## src/rtl/multicycle_ctrl.sv

```systemverilog
// Multi-cycle MIPS main control: a registered Moore FSM that sequences fetch/decode/
// execute/memory/write-back, waits on memory ready, flags illegal opcodes and counts retirements.
module multicycle_ctrl #(
    parameter int OP_W    = 6,
    parameter int ALUOP_W = 3,
    parameter int CNT_W   = 32
) (
    input  logic               clk_i,
    input  logic               rst_i,
    input  logic [OP_W-1:0]    instr_op_i,
    input  logic               mem_ready_i,
    output logic               PCWrite_o,
    output logic               PCWriteCond_o,
    output logic               BranchNe_o,
    output logic [1:0]         PCSource_o,
    output logic               IorD_o,
    output logic               MemRead_o,
    output logic               MemWrite_o,
    output logic               IRWrite_o,
    output logic               RegDst_o,
    output logic               RegWrite_o,
    output logic               MemToReg_o,
    output logic               ALUSrcA_o,
    output logic [1:0]         ALUSrcB_o,
    output logic [ALUOP_W-1:0] ALU_op_o,
    output logic [3:0]         state_o,
    output logic               illegal_o,
    output logic [CNT_W-1:0]   instr_cnt_o
);

    typedef enum logic [3:0] {
        S_IF   = 4'd0,
        S_ID   = 4'd1,
        S_MADR = 4'd2,
        S_MRD  = 4'd3,
        S_MWB  = 4'd4,
        S_MWR  = 4'd5,
        S_REX  = 4'd6,
        S_RWB  = 4'd7,
        S_IEX  = 4'd8,
        S_IWB  = 4'd9,
        S_BR   = 4'd10,
        S_JMP  = 4'd11,
        S_ILL  = 4'd12
    } state_t;

    localparam logic [OP_W-1:0] OP_R    = OP_W'(6'b000000);
    localparam logic [OP_W-1:0] OP_BEQ  = OP_W'(6'b000100);
    localparam logic [OP_W-1:0] OP_BNE  = OP_W'(6'b000101);
    localparam logic [OP_W-1:0] OP_ADDI = OP_W'(6'b001000);
    localparam logic [OP_W-1:0] OP_SLTI = OP_W'(6'b001010);
    localparam logic [OP_W-1:0] OP_ORI  = OP_W'(6'b001101);
    localparam logic [OP_W-1:0] OP_LUI  = OP_W'(6'b001111);
    localparam logic [OP_W-1:0] OP_LW   = OP_W'(6'b100011);
    localparam logic [OP_W-1:0] OP_SW   = OP_W'(6'b101011);
    localparam logic [OP_W-1:0] OP_J    = OP_W'(6'b000010);

    localparam logic [2:0] ALU_ADD   = 3'b000;
    localparam logic [2:0] ALU_SUB   = 3'b001;
    localparam logic [2:0] ALU_RTYPE = 3'b010;
    localparam logic [2:0] ALU_ADDI  = 3'b100;
    localparam logic [2:0] ALU_SLTI  = 3'b101;
    localparam logic [2:0] ALU_LUI   = 3'b110;
    localparam logic [2:0] ALU_ORI   = 3'b111;

    state_t           state_q, state_d;
    logic [OP_W-1:0]  op_q, op_d;
    logic [CNT_W-1:0] cnt_q, cnt_d;
    logic             retire;

    always_ff @(posedge clk_i or negedge rst_i) begin
        if (!rst_i) begin
            state_q <= S_IF;
            op_q    <= '0;
            cnt_q   <= '0;
        end else begin
            state_q <= state_d;
            op_q    <= op_d;
            cnt_q   <= cnt_d;
        end
    end

    // Next-state, opcode capture and retirement counting.
    always_comb begin
        state_d = state_q;
        op_d    = op_q;
        retire  = 1'b0;
        case (state_q)
            S_IF: begin
                if (mem_ready_i) state_d = S_ID;
            end
            S_ID: begin
                op_d = instr_op_i;
                case (instr_op_i)
                    OP_R:                               state_d = S_REX;
                    OP_LW, OP_SW:                       state_d = S_MADR;
                    OP_ADDI, OP_SLTI, OP_ORI, OP_LUI:   state_d = S_IEX;
                    OP_BEQ, OP_BNE:                     state_d = S_BR;
                    OP_J:                               state_d = S_JMP;
                    default:                            state_d = S_ILL;
                endcase
            end
            S_MADR: begin
                state_d = (op_q == OP_LW) ? S_MRD : S_MWR;
            end
            S_MRD: begin
                if (mem_ready_i) state_d = S_MWB;
            end
            S_MWR: begin
                if (mem_ready_i) begin
                    state_d = S_IF;
                    retire  = 1'b1;
                end
            end
            S_REX: state_d = S_RWB;
            S_IEX: state_d = S_IWB;
            S_MWB, S_RWB, S_IWB, S_BR, S_JMP: begin
                state_d = S_IF;
                retire  = 1'b1;
            end
            // Illegal opcodes return to fetch without retiring; PC already advanced.
            S_ILL:   state_d = S_IF;
            default: state_d = S_IF;
        endcase
        cnt_d = retire ? cnt_q + 1'b1 : cnt_q;
    end

    logic       pc_write, pc_write_cond, branch_ne, iord, mem_read, mem_write;
    logic       ir_write, reg_dst, reg_write, mem_to_reg, alu_src_a, illegal;
    logic [1:0] pc_source, alu_src_b;
    logic [2:0] alu_op;

    // Moore decode: state, captured opcode and mem_ready_i only.
    always_comb begin
        pc_write      = 1'b0;
        pc_write_cond = 1'b0;
        branch_ne     = 1'b0;
        pc_source     = 2'b00;
        iord          = 1'b0;
        mem_read      = 1'b0;
        mem_write     = 1'b0;
        ir_write      = 1'b0;
        reg_dst       = 1'b0;
        reg_write     = 1'b0;
        mem_to_reg    = 1'b0;
        alu_src_a     = 1'b0;
        alu_src_b     = 2'b00;
        alu_op        = ALU_ADD;
        illegal       = 1'b0;
        case (state_q)
            S_IF: begin
                mem_read  = 1'b1;
                alu_src_b = 2'b01;
                ir_write  = mem_ready_i;
                pc_write  = mem_ready_i;
            end
            S_ID: begin
                alu_src_b = 2'b11;
            end
            S_MADR: begin
                alu_src_a = 1'b1;
                alu_src_b = 2'b10;
                alu_op    = ALU_ADDI;
            end
            S_MRD: begin
                mem_read = 1'b1;
                iord     = 1'b1;
            end
            S_MWB: begin
                reg_write  = 1'b1;
                mem_to_reg = 1'b1;
            end
            S_MWR: begin
                mem_write = 1'b1;
                iord      = 1'b1;
            end
            S_REX: begin
                alu_src_a = 1'b1;
                alu_op    = ALU_RTYPE;
            end
            S_RWB: begin
                reg_dst   = 1'b1;
                reg_write = 1'b1;
            end
            S_IEX: begin
                alu_src_a = 1'b1;
                alu_src_b = 2'b10;
                case (op_q)
                    OP_SLTI: alu_op = ALU_SLTI;
                    OP_ORI:  alu_op = ALU_ORI;
                    OP_LUI:  alu_op = ALU_LUI;
                    default: alu_op = ALU_ADDI;
                endcase
            end
            S_IWB: begin
                reg_write = 1'b1;
            end
            S_BR: begin
                alu_src_a     = 1'b1;
                alu_op        = ALU_SUB;
                pc_write_cond = 1'b1;
                pc_source     = 2'b01;
                branch_ne     = (op_q == OP_BNE);
            end
            S_JMP: begin
                pc_write  = 1'b1;
                pc_source = 2'b10;
            end
            S_ILL: begin
                illegal = 1'b1;
            end
            default: ;
        endcase
    end

    // While reset is held every control output is forced low, even though IF is the reset state.
    assign PCWrite_o     = rst_i & pc_write;
    assign PCWriteCond_o = rst_i & pc_write_cond;
    assign BranchNe_o    = rst_i & branch_ne;
    assign PCSource_o    = rst_i ? pc_source : 2'b00;
    assign IorD_o        = rst_i & iord;
    assign MemRead_o     = rst_i & mem_read;
    assign MemWrite_o    = rst_i & mem_write;
    assign IRWrite_o     = rst_i & ir_write;
    assign RegDst_o      = rst_i & reg_dst;
    assign RegWrite_o    = rst_i & reg_write;
    assign MemToReg_o    = rst_i & mem_to_reg;
    assign ALUSrcA_o     = rst_i & alu_src_a;
    assign ALUSrcB_o     = rst_i ? alu_src_b : 2'b00;
    assign ALU_op_o      = rst_i ? ALUOP_W'(alu_op) : '0;
    assign illegal_o     = rst_i & illegal;
    assign state_o       = state_q;
    assign instr_cnt_o   = cnt_q;

endmodule

```

## config.mk

```make
export PLATFORM = sky130hd
export DESIGN_NAME = multicycle_ctrl
export DESIGN_NICKNAME = d
export VERILOG_FILES = /design/src/rtl/multicycle_ctrl.sv
export SDC_FILE = /design/constraint.sdc
export NUM_CORES = 1
export LEC_CHECK = 0
export CAP_MARGIN = 20
export CORE_UTILIZATION = 35
export CTS_CLUSTER_DIAMETER = 80
export DETAILED_ROUTE_END_ITERATION = 16
export HOLD_SLACK_MARGIN = 0.1
export PLACE_DENSITY = 0.57
export SYNTH_ARGS = -nofsm -noshare
export SYNTH_HDL_FRONTEND = slang
export SYNTH_SLANG_ARGS = --single-unit
```

## constraint.sdc

```tcl
create_clock -name clk_i -period 2.2 [get_ports clk_i]
set_input_delay 0.66 -clock clk_i [delete_from_list [all_inputs] [get_ports clk_i]]
set_output_delay 0.66 -clock clk_i [all_outputs]
set_load 0.01 [all_outputs]
```

==> flow_metrics.tcl <==
set metrics [dict create \
    vias_per_cell 5.049 \
    slew_headroom_pct 72.06 \
    rows 29 \
    tightest_slew_ns 0.4133 \
    power.density_nw_per_um2 913.5 \
    yosysSeqAreaShare_pct 44.80 \
    hold_depth 1 \
    antenna_found_initial 0 \
    via_count 2247 \
    reg2reg_depth 9 \
    n_antenna_cell 0 \
    syn-cell-area_sq_um 2346 \
    cts-hold-fix-buffers 0 \
    post-route-period-util_pct 100.8 \
    drv_slew 0 \
    cts_tree "yes" \
    clock_latency_ns 0.29 \
    grt_overflow_total 0 \
    postPlaceCellArea_sq_um 3470 \
    dieArea_sq_um 7034 \
    failed_checks "DRC, setup timing" \
    grt_pass1_vias 2102 \
    htreeDepth 2 \
    grt_pass1_wl_mm 9.984 \
    arrival_ns 1.56 \
    final_net_count 378 \
    holdPathEnd "instr_cnt_o[31]$_DFFE_PN0P_" \
    min_period_ns 2.217 \
    synthXorXnorAreaFrac_pct 12.69 \
    drive_above_1_share_pct 32.88 \
    initial_utilization_pct 36.53 \
    required_ns 1.54 \
    wl_per_cell_um 13.48 \
    post-route-cell-area_sq_um 3656 \
    max_freq_mhz 451.0 \
    fin_util_pct 56.93 \
    cp_top_family "flip-flops" \
    drtIter0Drc 96 \
    synth_simple_gate_area_share_pct 28.00 \
    crit_fanout 6 \
    worstSetupEndpointType "primary output" \
    synth_top_family_by_area "simple AND/OR/NAND/NOR gates" \
    yosys.area_share.adder_pct 0.5333 \
    syn_area_per_cell_sq_um 9.694 \
    drc 8 \
    timing.rr.start "state_o[0]$_DFFE_PN0P_" \
    path_clk_slew_ns 0.08 \
    synth_edf_count 0 \
    vdd_drop_max_uv 649.0 \
    cp.buffers_inverters 3 \
    ys_warn_count 0 \
    setup_viol 1 \
    r2r_slack_ns 0.19 \
    synth_mux_area_share_pct 3.840 \
    cts.sinks 42 \
    final_hold_viol_count 0 \
    cts_buffers 5 \
    synthCells 242 \
    critPathSlowestCell "dfrtp_2" \
    ys.flop_type "dfrtp_1" \
    cts_root_buf "clkbuf_8" \
    clock_path_buffers 2 \
    crit_path_frequent_cell "buf_6" \
    rsz0062_at_grt "true" \
    hold_start "instr_cnt_o[31]$_DFFE_PN0P_" \
    hold_class "flip-flop to flip-flop" \
    grt_max_degree 28 \
    tns_ns -0.01748 \
    cp_cell_sequence "buf_6 > buf_6 > nand2b_4 > a21o_1 > a21oi_2 > buf_2" \
    syn_to_final_growth_pct 55.84 \
    ys_async_sr_fraction_pct 100.0 \
    dr.pass1.iters 10 \
    die_h_um 83.87 \
    synth-compound-area-share_pct 7.413 \
    fp.dieW_um 83.87 \
    reg2reg_to "instr_cnt_o[30]$_DFFE_PN0P_" \
    place_hpwl_mm 4.581 \
    fillers 598 \
    grt_usage_pct 17.82 \
    wirelength_mm 6.000 \
    critPathKind "flip-flop to primary output" \
    syn_nets 252 \
    io_pins 64 \
    cap_violations 0 \
    final_antenna_net_count 0 \
    cp_slowest_stage_delay_ns 0.43 \
    gp_congestion 0.8555 \
    final.setup.worst_slack_ns -0.01748 \
    core_sq_um 6422 \
    start_kind "flip-flop" \
    ys_ff_latch 42 \
    portBuffers 63 \
    p_leak_nw 1.658 \
    yosysUniqueCellTypes 45 \
    skew_ns 0.009367 \
    status "finished, violations left" \
]
## kinds of logic after synthesis
family	after synthesis
flip-flops	42
multiplexers	8
adder cells (fa/ha/maj)	1
buffers and inverters	12
AND/OR/NAND/NOR	118
XOR/XNOR	34
AO/OA/AOI/OAI	27
## worst reg2reg max path: stages (launching register included)
cell and delay, ns:
dfrtp_2 0.44, buf_4 0.18, nor2b_1 0.15, buf_4 0.14, o2bb2ai_1 0.13, buf_4 0.15
nor4_2 0.25, buf_4 0.21, nand4_1 0.12, xnor2_1 0.14
## power breakdown
group / total, mW / switching (mW) / internal (mW) / leakage [nW]
registers: 1.06 / 0.148 / 0.915 / 0.547
logic: 1.66 / 0.732 / 0.927 / 1.05
clock network: 0.616 / 0.253 / 0.363 / 0.0573
total: 3.34 / 1.13 / 2.21 / 1.66
## layout make-up
class / instances / area, sq um / share of cell area [%]
multi-input cells: 188 / 1313 / 35.90
flip-flops and latches: 42 / 1054 / 28.82
clock inverters: 1 / 30.03 / 0.8214
repair buffers: 127 / 1066 / 29.16
well taps: 77 / 96.34 / 2.635
inverters: 4 / 15.01 / 0.4107
clock buffers: 6 / 82.58 / 2.259
## flip-flops by register name, indices dropped and copies added, names as in the netlist
name / flops
state_o: 4
instr_cnt_o: 32
op_q: 6
## layout by cell type, fill, tap and decap left out, types with 6 or more instances in the layout
| cell | instances |
|---|---|
| nand3_1 | 19 |
| nand2_1 | 15 |
| buf_2 | 11 |
| o21ai_0 | 6 |
| mux2_2 | 8 |
| xor2_1 | 11 |
| buf_4 | 58 |
| xnor2_1 | 23 |
| dfrtp_1 | 40 |
| nand4_1 | 7 |
| nand2b_1 | 7 |
| nor3_1 | 6 |
| nor3_2 | 6 |
| clkbuf_8 | 6 |
| clkdlybuf4s50_1 | 41 |
| nor2_1 | 21 |
| buf_6 | 7 |
## per-layer routing
| layer | global-route usage [%] | up-vias | wire [um] | share of wire (%) |
|---|---|---|---|---|
| met3 | 3.165 | 10 | 192 | 3.2 |
| met4 | 5.643 | 0 | 87 | 1.5 |
| met2 | 27.65 | 45 | 2739 | 46 |
| met5 | 0 | - | 0 | 0 |
| li1 | - | 1109 | - | - |
| met1 | 25.27 | 1083 | 2980 | 50 |
## worst max-delay path by stage
stage,start,to,slack (ns),depth (start not counted)
after floorplan,state_o[1]$_DFFE_PN0P_,ALUSrcA_o,0.12,4
after global placement,mem_ready_i,PCWrite_o,-0.49,4
after detailed placement,mem_ready_i,PCWrite_o,-0.49,4
after CTS,state_o[3]$_DFFE_PN0P_,ALUSrcB_o[1],-0.0006,6
after global routing,state_o[3]$_DFFE_PN0P_,ALUSrcB_o[1],-0.07,6
final,state_o[3]$_DFFE_PN0P_,ALUSrcB_o[1],-0.02,6
## through the flow
step / hold WS [ns] / setup slack, ns / cells / total power [mW]
3_5_place_dp: 0.4652 / -0.4938 / 434 / 2.633
6_report: 0.4663 / -0.01748 / 445 / 3.340
2_1_floorplan: 0.3644 / 0.1198 / 242 / 1.748
4_1_cts: 0.4765 / -0.0006016 / 445 / 3.305
3_3_place_gp: 0.4595 / -0.4931 / 434 / 2.628
5_1_grt: 0.4933 / -0.07007 / 445 / 3.553
## cells in the mapped netlist, types with 3 or more instances
| library cell | count | share of area, % |
|---|---|---|
| dfrtp_1 | 42 | 45 |
| nor2_1 | 24 | 3.8 |
| xnor2_1 | 23 | 8.6 |
| nand3_1 | 19 | 4.1 |
| nand2_1 | 17 | 2.7 |
| xor2_1 | 11 | 4.1 |
| nand2b_1 | 9 | 2.4 |
| nor3_1 | 9 | 1.9 |
| mux2_2 | 8 | 3.8 |
| nand4_1 | 7 | 1.9 |
| a21oi_1 | 6 | 1.3 |
| and3_1 | 6 | 1.6 |
| o21ai_0 | 6 | 1.3 |
| and4_1 | 5 | 1.9 |
| clkbuf_1 | 4 | 0.64 |
| inv_1 | 4 | 0.64 |
| nor2b_1 | 3 | 0.80 |
| nor3_2 | 3 | 1.3 |
## what timing repair did
| item | 4_1_cts | 5_1_grt |
|---|---|---|
| cloned | 1 | 0 |
| gates resized for setup | 73 | 19 |
| pin swaps | 6 | 7 |
| setup buffers | 3 | 1 |
| setup endpoints to repair | 23 | 15 |
Power figures use the tool's default switching activity.
